`src/rtl/decoder_addr_seq.sv`:
```
// Burst address sequencer for a 4-to-16 word-line decoder.
// Alternates precharge and access cycles, stepping the address between words.
module decoder_addr_seq (
   input  logic       clk,
   input  logic       reset,
   input  logic       req_valid,
   output logic       req_ready,
   input  logic [3:0] req_addr,
   input  logic [3:0] req_len,
   input  logic       req_dir,
   input  logic       abort,
   output logic [3:0] a,
   output logic       wl_en,
   output logic       busy,
   output logic       done
);

   typedef enum logic [1:0] {
      IDLE   = 2'd0,
      PRECH  = 2'd1,
      ACCESS = 2'd2,
      DONE   = 2'd3
   } state_t;

   state_t     state_q, state_d;
   logic [3:0] a_q, a_d;
   logic [3:0] rem_q, rem_d;
   logic       dir_q, dir_d;
   logic       wl_en_q, wl_en_d;
   logic       accept;
   logic       step;

   assign accept = req_valid & req_ready;
   assign step   = (state_q == ACCESS) && (state_d == PRECH);

   // State and datapath registers; reset clears everything immediately.
   always_ff @(posedge clk or posedge reset) begin
      if (reset) begin
         state_q <= IDLE;
         a_q     <= 4'h0;
         rem_q   <= 4'h0;
         dir_q   <= 1'b0;
         wl_en_q <= 1'b0;
      end else begin
         state_q <= state_d;
         a_q     <= a_d;
         rem_q   <= rem_d;
         dir_q   <= dir_d;
         wl_en_q <= wl_en_d;
      end
   end

   // Next-state: abort in ACCESS still finishes the current word.
   always_comb begin
      state_d = state_q;
      unique case (state_q)
         IDLE:   if (accept) state_d = PRECH;
         PRECH:  state_d = abort ? DONE : ACCESS;
         ACCESS: state_d = (abort || rem_q == 4'd0) ? DONE : PRECH;
         DONE:   state_d = IDLE;
      endcase
   end

   // Datapath: address only moves on the edge into PRECH.
   always_comb begin
      a_d   = a_q;
      rem_d = rem_q;
      dir_d = dir_q;
      if (accept) begin
         a_d   = req_addr;
         rem_d = req_len;
         dir_d = req_dir;
      end else if (step) begin
         rem_d = rem_q - 4'd1;
         a_d   = dir_q ? (a_q - 4'd1) : (a_q + 4'd1);
      end
   end

   // Outputs: wl_en is registered so it lines up with ACCESS.
   always_comb begin
      wl_en_d   = (state_d == ACCESS);
      req_ready = (state_q == IDLE);
      busy      = (state_q != IDLE);
      done      = (state_q == DONE);
   end

   assign a     = a_q;
   assign wl_en = wl_en_q;

endmodule

```
`config.mk`:
```
export PLATFORM = sky130hd
export DESIGN_NAME = decoder_addr_seq
export DESIGN_NICKNAME = d
export VERILOG_FILES = /design/src/rtl/decoder_addr_seq.sv
export SDC_FILE = /design/constraint.sdc
export NUM_CORES = 1
export LEC_CHECK = 0
export BUFFER_PORTS_ARGS = -buffer_cell sky130_fd_sc_hd__buf_2
export CORE_UTILIZATION = 52
export CTS_CLUSTER_SIZE = 28
export DETAILED_ROUTE_END_ITERATION = 8
export GPL_TIMING_DRIVEN = 0
export PLACE_DENSITY = 0.81
export SYNTH_ARGS = -nofsm -noshare
export SYNTH_HDL_FRONTEND = slang
export SYNTH_SLANG_ARGS = --single-unit
```
`constraint.sdc`:
```
create_clock -name clk -period 3.5 [get_ports clk]
set_clock_uncertainty 0.05 [all_clocks]
set_input_delay 0.35 -clock clk [delete_from_list [all_inputs] [get_ports clk]]
set_output_delay 0.35 -clock clk [all_outputs]
set_load 0.01 [all_outputs]
```
==> run metrics <==
run status finished clean; number of clock sinks 12; pre-CTS WS approximately 1.7 ns; routed len/inst between 10 and 15 um; clock latency at the later pin of the worst-skew pair roughly 0.27 ns; via count of the first global-routing pass 509; standard-cell rows 12; Critical Path Max Stage Delay a little over 0.5 ns; Yosys cell types 26; Starting Density 0.591; slew at the pin closest to its max-slew limit 0.467 ns; final wirelength 1280 um; portion of synthesized cell area occupied by the leading cell type 0.434; aggregate global-route resource usage 0.222; Vert. Die Dim 38.5 um; Num CTS Buffers 3; Detail Placement HPWL approximately 990 um; top cell type by total area after synthesis sky130_fd_sc_hd__dfrtp_1; number of setup violations in the final report 0; maximum level of the CTS H-tree 1; Seq/Total Area, Yosys 0.434; Congestion Overflow GR 0; largest net degree at the start of global routing 13; class of the worst hold path in -> async; DRC marker count from the first detailed-route iteration 10; worst path setup slack after routing 1.71 ns; final-layout fill cell count between 90 and 100; horizontal die dimension approximately 38 um; fraction of layout cells with a size suffix above 1 0.309; count of hold-fix buffers inserted at cts 0; Synth top cells by count 12 x sky130_fd_sc_hd__dfrtp_1, 8 x sky130_fd_sc_hd__inv_1, 8 x sky130_fd_sc_hd__nor2_1, 7 x sky130_fd_sc_hd__a21oi_1, 4 x sky130_fd_sc_hd__nand3_1; adder-cell area share of the yosys netlist 0.0832; number of synthesized register bits 12; share of the synthesized netlist area taken by xor and xnor gates 0.0633; Max Clk Rate between 500 and 600 MHz; IR drop worst, VDD 0.000414 V; netlist area before placement 692 um2; setup repair after global routing missed its margin no; Synthesis Warnings 0; min cycle time layout 1.79 ns; maximum buffer depth of the clock tree 2; Worst Path Max Fanout 8; count of pins over their slew limit 0; number of flops mapped to enable cells by yosys 0; post-CTS setup buffer count 0; first-pass GRT wire length 2060 um; Setup crit end kind register; die area 1480 um2; Avg Synthesized Cell Area 9.75 um2; CTS resizes 0; syn nets 88; total of buffers placed on input and output ports 20; antenna cell count 0; top cells by area in the synthesized netlist sky130_fd_sc_hd__dfrtp_1 43%, sky130_fd_sc_hd__ha_1 5.4%, sky130_fd_sc_hd__a21oi_1 5.1%; hold violation count in the final report 0; critical path arrival 1.90 ns; io pins 21; number of buffers and inverters on the critical path 1; number of antenna violations at the first check in global routing 0; multiplexer area fraction after synthesis 0.0615; crit path max-delay cell type sky130_fd_sc_hd__or3b_2; count of max-cap constraint violations 0; number of vias after detailed routing about 580; cell family with the largest share of critical-path delay simple AND/OR/NAND/NOR gates; Async SR Flop Fraction 1.00; Final Cycle Share 0.512; Root Buffer Master sky130_fd_sc_hd__clkbuf_4; Worst Path Required ~3.6 ns; Slew headroom 0.688; Worst Setup Path Type reg -> reg; NumNets Final 113; sequence of cells on the critical path inv_1, ha_1, or3b_2, nand2_4, mux2i_1, mux2_2; post-synthesis compound-gate area fraction 0.0995; area inside the core boundary ~1200 um2; combinational family with the most area after synthesis simple AND/OR/NAND/NOR gates; Leak Pwr 0.421 nW; startpoint type of the worst setup path register; primary flip-flop cell chosen by synthesis mapping sky130_fd_sc_hd__dfrtp_1; Area growth, synth to finish 20.3%; remaining antenna violation count after routing 0; cell area power density just under 900 nW/um2; most used standard cell by instance count after synthesis sky130_fd_sc_hd__dfrtp_1; number of cells produced by synthesis 71; total negative slack for setup checks 0 ns; number of iterations in the first detailed-routing pass 4; via density per instance roughly 5.3; CTS tree done; Synth Area in Simple Gates 0.210; CTS clk-pin slew, worst paths 0.07 ns; number of remaining DRC errors 0; weighted congestion reported at the end of routability-driven placement roughly 0.74
## cells in the final DEF (no fill, tap or decap)
cell type                   synthesis  layout
sky130_fd_sc_hd__xor2_1             2       2
sky130_fd_sc_hd__dfrtp_1           12      12
sky130_fd_sc_hd__nand3_1            4       4
sky130_fd_sc_hd__clkbuf_4           0       3
sky130_fd_sc_hd__nor3b_4            1       1
sky130_fd_sc_hd__o31ai_1            1       1
sky130_fd_sc_hd__inv_1              8       8
sky130_fd_sc_hd__buf_2              0      20
sky130_fd_sc_hd__fa_1               1       1
sky130_fd_sc_hd__nand2_1            2       2
sky130_fd_sc_hd__mux2i_1            2       2
sky130_fd_sc_hd__clkbuf_1           1       1
sky130_fd_sc_hd__and2_1             1       1
sky130_fd_sc_hd__xnor2_1            3       3
sky130_fd_sc_hd__nor3_1             2       2
sky130_fd_sc_hd__nand2_4            1       1
sky130_fd_sc_hd__ha_1               3       3
sky130_fd_sc_hd__or3b_2             1       1
sky130_fd_sc_hd__o21ai_0            1       1
sky130_fd_sc_hd__a2bb2oi_1          1       1
sky130_fd_sc_hd__nor2_1             8       8
sky130_fd_sc_hd__or4_1              1       1
sky130_fd_sc_hd__mux2_2             2       2
sky130_fd_sc_hd__and3_1             1       1
sky130_fd_sc_hd__a31oi_1            2       2
sky130_fd_sc_hd__nand2b_1           2       2
sky130_fd_sc_hd__or2_2              1       1
sky130_fd_sc_hd__a21oi_1            7       7
## worst reg2reg max path, delay by kind of cell (launching register included)
family / cells / cell delay (ns)
and+or+nand+nor: 2 / 0.65
DFF: 1 / 0.37
muxes: 2 / 0.35
adders and majority gates: 1 / 0.17
buffers and inverters: 1 / 0.09
## cells by family (layout without fill, tap and decap cells)
group           count (synthesis)  in the layout
flops                          12             12
buf+inv                         9             32
fa+ha+maj                       4              4
compound gates                 12             12
xor+xnor                        5              5
simple gates                   25             25
mux                             4              4
## layer usage
metal	track usage	part of all wire
met1	0.233	0.43
met2	0.373	0.48
met5	0	0
met3	0.105	0.070
met4	0.103	0.017
## flip-flops by register name, summed over array words and instances (netlist names)
signal   cells
a            4
dir_q        1
rem_q        4
state_q      2
wl_en        1
## final cells by class
class | instances | area [um2] | share of cell area
tap | 14 | 17.5 | 0.0211
timing repair buffer | 20 | 100 | 0.120
multi-input combinational | 50 | 358 | 0.430
sequential | 12 | 300 | 0.361
buffer | 1 | 3.75 | 0.00451
inverter | 8 | 30.0 | 0.0361
clock buffer | 3 | 22.5 | 0.0271
## through the flow
stage          instances  utilization  total power, mW  hold WS (ns)  cell area, um2
2_1_floorplan         71            -            0.552         0.165             692
3_3_place_gp         105        0.691            0.642         0.321             810
3_5_place_dp         105        0.691            0.662         0.332             810
4_1_cts              108        0.710            0.748        0.0318             832
5_1_grt              108        0.710            0.811        0.0517             832
6_report             108        0.710            0.739        0.0227             832
## power breakdown
group / switching [mW] / leakage (nW) / internal [mW]
clock network: 0.0441 / 0.0138 / 0.0399
registers: 0.0592 / 0.139 / 0.209
logic: 0.199 / 0.268 / 0.188
total: 0.302 / 0.421 / 0.437
## path summary, 6_finish.rpt
kind	from	endpoint	slack (ns)	depth (start not counted)
worst max register to register	rem_q[0]	a[1]	1.71	6
worst min-delay path	reset	a[3]	0.02	2
worst max-delay path	rem_q[0]	a[1]	1.71	6
worst min register to register	state_q[1]	wl_en	0.51	1
max in group asynchronous	reset	rem_q[0]	3.05	2
min in group clk	abort	wl_en	0.24	2
(Power assumes the default switching activity.)
